==> config.mk <==
export PLATFORM = sky130hd
export DESIGN_NAME = frac_n_div_ctrl
export DESIGN_NICKNAME = d
export VERILOG_FILES = /design/src/rtl/frac_n_div_ctrl.sv
export SDC_FILE = /design/constraint.sdc
export NUM_CORES = 1
export LEC_CHECK = 0
export ABC_AREA = 1
export ABC_CLOCK_PERIOD_IN_PS = 4200
export CORE_MARGIN = 4
export CORE_UTILIZATION = 40
export DETAILED_ROUTE_END_ITERATION = 16
export PLACE_DENSITY = 0.64
export SLEW_MARGIN = 15
export SYNTH_ARGS = -nofsm -noshare
export SYNTH_HDL_FRONTEND = slang
export SYNTH_SLANG_ARGS = --single-unit
==> constraint.sdc <==
create_clock -name clk -period 4.2 [get_ports clk]
set_input_delay 0.84 -clock clk [delete_from_list [all_inputs] [get_ports clk]]
set_output_delay 0.84 -clock clk [all_outputs]
set_load 0.005 [all_outputs]
==> src/rtl/frac_n_div_ctrl.sv <==
// Fractional-N feedback divider controller: first-order accumulator chooses N or N+1
// cycle periods, and a valid/ready port stages new ratios that are applied at a period boundary.
module frac_n_div_ctrl #(
    parameter int N_W    = 6,
    parameter int FRAC_W = 8,
    parameter int N_MIN  = 4
) (
    input  logic              clk,
    input  logic              rst,
    input  logic              en,
    input  logic              cfg_valid,
    output logic              cfg_ready,
    input  logic [N_W-1:0]    cfg_n,
    input  logic [FRAC_W-1:0] cfg_frac,
    output logic              cfg_err,
    output logic              div_out,
    output logic [N_W:0]      cur_ratio,
    output logic              carry
);

    localparam logic [N_W-1:0] N_MIN_V = N_W'(N_MIN);

    logic [N_W-1:0]    n_act;
    logic [N_W-1:0]    shadow_n;
    logic [N_W-1:0]    cnt;
    logic [FRAC_W-1:0] frac_act;
    logic [FRAC_W-1:0] shadow_frac;
    logic [FRAC_W-1:0] acc;
    logic              pending;

    logic              boundary;
    logic              xfer;
    logic              cfg_ok;
    logic [N_W-1:0]    n_use;
    logic [FRAC_W-1:0] frac_use;
    logic [FRAC_W:0]   sum;
    logic [N_W:0]      ratio_next;
    logic [N_W-1:0]    cnt_reload;

    // One MASH-1 step: the extra top bit is the carry that stretches the period.
    function automatic logic [FRAC_W:0] mash1_step(input logic [FRAC_W-1:0] a,
                                                   input logic [FRAC_W-1:0] f);
        return {1'b0, a} + {1'b0, f};
    endfunction

    assign boundary   = en && (cnt == '0);
    assign xfer       = cfg_valid && cfg_ready;
    assign cfg_ok     = (cfg_n >= N_MIN_V);

    // A staged config replaces the active one before the boundary arithmetic uses it.
    assign n_use      = pending ? shadow_n : n_act;
    assign frac_use   = pending ? shadow_frac : frac_act;
    assign sum        = mash1_step(acc, frac_use);
    assign ratio_next = {1'b0, n_use} + {{N_W{1'b0}}, sum[FRAC_W]};
    assign cnt_reload = n_use + N_W'(sum[FRAC_W]) - N_W'(1);

    always_ff @(posedge clk) begin
        if (xfer && cfg_ok) begin
            shadow_n    <= cfg_n;
            shadow_frac <= cfg_frac;
        end
    end

    always_ff @(posedge clk or negedge rst) begin
        if (!rst) begin
            n_act     <= N_MIN_V;
            frac_act  <= '0;
            acc       <= '0;
            cnt       <= N_W'(N_MIN - 1);
            pending   <= 1'b0;
            div_out   <= 1'b0;
            cfg_ready <= 1'b1;
            cfg_err   <= 1'b0;
            cur_ratio <= (N_W+1)'(N_MIN);
            carry     <= 1'b0;
        end else begin
            div_out <= boundary;
            cfg_err <= xfer && !cfg_ok;

            if (boundary) begin
                if (pending) begin
                    n_act    <= shadow_n;
                    frac_act <= shadow_frac;
                end
                acc       <= sum[FRAC_W-1:0];
                carry     <= sum[FRAC_W];
                cur_ratio <= ratio_next;
                cnt       <= cnt_reload;
            end else if (en) begin
                cnt <= cnt - N_W'(1);
            end

            // A capture cannot coincide with an apply because ready is low while pending.
            if (xfer && cfg_ok) begin
                pending   <= 1'b1;
                cfg_ready <= 1'b0;
            end else if (boundary && pending) begin
                pending   <= 1'b0;
                cfg_ready <= 1'b1;
            end
        end
    end

endmodule

==> results.yml <==
run_status:
  status: "completed"
critical_path:
  crit_type: "reg2reg"
  worstPathArrival_ps: 3520
  critPathMaxFanout: 29
  r2r_cells: 14
  crit_path_end_kind: "register"
  startpoint_type: "register"
  crit_required_ps: 4440
pwr:
  powerDensity_mw_per_mm2: 568
  leakagePower_uw: 0.00151
  ir_drop_mv: 0.242
synthesis:
  yosys_most_used_dff: "dfrtp_1"
  synth_cell_types: 33
  netlist_top_cells_area: "dfrtp_1 31%, edfxtp_1 15%, nand2_1 15%, ha_1 5.7%, o21ai_0 5.6%"
  syn_inst: 337
  yosysWarningCount: 0
  ys_ff_latch: 54
  synth_top_family_by_area: "simple AND/OR/NAND/NOR gates"
  synthAdderAreaFrac: 0.0642
  synth_fp_nets: 369
  yosys.area_share.xor_xnor: 0.0154
  netlist.area_leader.share: 0.308
  synthMuxAreaShare: 0
  synth_compound_area_frac: 0.0972
  syn_area_mm2: 0.00285
  yosys.area.top_type: "dfrtp_1"
  seq_area_frac_synth: 0.502
  synth_top_cells_by_count: "112 x nand2_1, 35 x dfrtp_1, 32 x o21ai_0"
  synthArstFlopShare: 0.741
  synth_edf_count: 14
  synth-simple-area-share: 0.251
  yosysMostFrequentCell: "nand2_1"
  post_synth.cell_area_avg_um2: 8.44
sta:
  fin_crit_sh: 0.780
  relSlewSlack: 0.377
  rsz0062_at_grt: "no"
  fin_skew_ps: 4.53
  max_slew.worst_pin.slew_ps: 935
  setup_viol: 0
  layout_min_cycle_time_ps: 3280
  finalMaxSlewViolations: 0
  finalHoldViolations: 0
  finalSetupTns_ps: 0
  fmax_mhz: 305
  whs_ps: 490
routing:
  vias_per_cell: 4.66
  vias: 2141
  drt_iter0_markers: 70
  drc_errors: 0
  wl_per_cell_um: 11.7
  dr.pass1.iters: 4
  wl_mm: 5.38
  ant_nets: 0
run:
  max_cap_viol_count: 0
global_routing:
  grt_first_pass_wirelength_mm: 9.62
  antenna_found_initial: 0
  grt_use_total: 0.139
  grt_pass1_vias: 2105
  grt_max_degree: 41
  globalRouteOverflowTotal: 0
finish:
  syn_to_final_growth_pct: 14.5
  drive_gt1_frac: 0.0744
  final_cell_area_mm2: 0.00326
  diodes: 0
  fillCellCount: 672
  nNetsFinal: 394
placed_design:
  port_buffers: 28
  place.gp.congestion: 0.806
  placed_area_mm2: 0.00317
  dp_hpwl_mm: 3.84
clock_tree:
  cts_setup_buffers: 0
  clock_path_buffers: 2
  postCtsHoldBufs: 0
  htreeDepth: 2
  clock_latency_ps: 300
  cts_tree: "built"
  clock-root-buffer: "clkbuf_8"
  cts_buffers: 5
  clk_pin_slew_ps: 100
  cts_resized: 0
  clkSinkCount: 54
floorplan:
  dieArea_mm2: 0.00853
  dieHeight_um: 92.3
  row_count: 30
  initial_core_util: 0.414
  die_w_um: 92.3
  ioPinCount: 29
  core_mm2: 0.00687
min_path:
  worstHoldPathCells: 2
  hold_class: "reg2reg"
## layout by cell type (no fill, tap or decap)
| cell | synthesis | layout |
|---|---|---|
| a21oi_2 | 1 | 1 |
| or2_0 | 1 | 1 |
| o221ai_1 | 1 | 1 |
| nand3_1 | 15 | 15 |
| inv_1 | 30 | 30 |
| o21ai_1 | 5 | 5 |
| ha_1 | 13 | 13 |
| a21oi_1 | 9 | 9 |
| nor2_4 | 1 | 1 |
| a31oi_1 | 2 | 2 |
| nor3_1 | 1 | 1 |
| clkinv_4 | 0 | 1 |
| inv_6 | 0 | 1 |
| nand4_1 | 3 | 3 |
| nand3_4 | 1 | 1 |
| nand2_2 | 4 | 4 |
| or2_2 | 2 | 2 |
| xnor2_1 | 4 | 4 |
| xor2_1 | 1 | 1 |
| nand2_1 | 112 | 112 |
| o21ai_2 | 1 | 1 |
| buf_2 | 5 | 1 |
| dfrtp_1 | 35 | 35 |
| edfxtp_1 | 14 | 14 |
| clkbuf_8 | 0 | 5 |
| nor2_1 | 26 | 26 |
| inv_2 | 2 | 2 |
| o21a_1 | 1 | 1 |
| clkdlybuf4s50_1 | 0 | 27 |
| fa_1 | 1 | 1 |
| nand3b_1 | 2 | 2 |
| o21ai_0 | 32 | 32 |
| nand3_2 | 1 | 1 |
| inv_4 | 1 | 1 |
| clkbuf_1 | 0 | 1 |
| dfstp_2 | 5 | 5 |
## registers in the layout, summed over array words and instances (netlist names), 6 cells and up
name	count
n_act	6
cur_ratio	7
frac_act	8
cnt	6
shadow_n	6
shadow_frac	8
acc	8
## final timing paths
path | from | end | slack (ps)
max in group asynchronous | rst | cur_ratio[1] | 2950
worst min-delay path | cur_ratio[1] | cur_ratio[1] | 490
worst max-delay path | pending | cnt[4] | 920
worst min register to register | cur_ratio[1] | cur_ratio[1] | 490
worst max register to register | pending | cnt[4] | 920
min in group asynchronous | rst | acc[3] | 670
## layout make-up
cell class                      count  area [um2]  share of cell area
Clock inverter                      2        17.5             0.00538
Tap cell                           96         120              0.0369
Sequential cell                    54        1430               0.438
Timing Repair Buffer               28         275              0.0845
Multi-Input combinational cell    240        1220               0.374
Inverter                           33         126              0.0388
Clock buffer                        6        72.6              0.0223
## worst max-delay path: stages, from the launching register on
cell and delay [ps]:
dfrtp_1 900, o21ai_0 270, ha_1 280, fa_1 410
nand3_1 90, nand2_1 110, nand2_1 80, nand3_1 100
inv_1 80, ha_1 230, ha_1 210, nand2_1 80
o21ai_1 160, nand3_2 90, a21oi_2 120
## through the flow
| stage | setup slack (ps) | instances | power [uW] | util |
|---|---|---|---|---|
| 2_1_floorplan | 1450 | 337 | 1360 | - |
| 3_3_place_gp | 1100 | 451 | 1540 | 0.461 |
| 3_5_place_dp | 958 | 451 | 1570 | 0.461 |
| 4_1_cts | 941 | 459 | 1870 | 0.474 |
| 5_1_grt | 496 | 459 | 2030 | 0.474 |
| 6_report | 925 | 459 | 1850 | 0.474 |
## power breakdown
group | switching (uW) | internal [uW] | total [uW] | leakage [uW]
registers | 108 | 715 | 823 | 0.000610
logic | 419 | 314 | 732 | 0.000850
clock network | 172 | 121 | 294 | 0.0000458
## kinds of logic after synthesis
group | Yosys count
simple gates | 169
fa+ha+maj | 14
xor+xnor | 5
flops | 54
buf+inv | 43
compound gates | 52
## metal layers
metal / vias up / wire length, um / GRT usage
met5: - / 0 / 0
met4: 0 / 70 / 0.0408
met3: 5 / 197 / 0.0276
met2: 31 / 2380 / 0.223
met1: 964 / 2730 / 0.191
li1: 1141 / - / -
(Power assumes the default switching activity.)
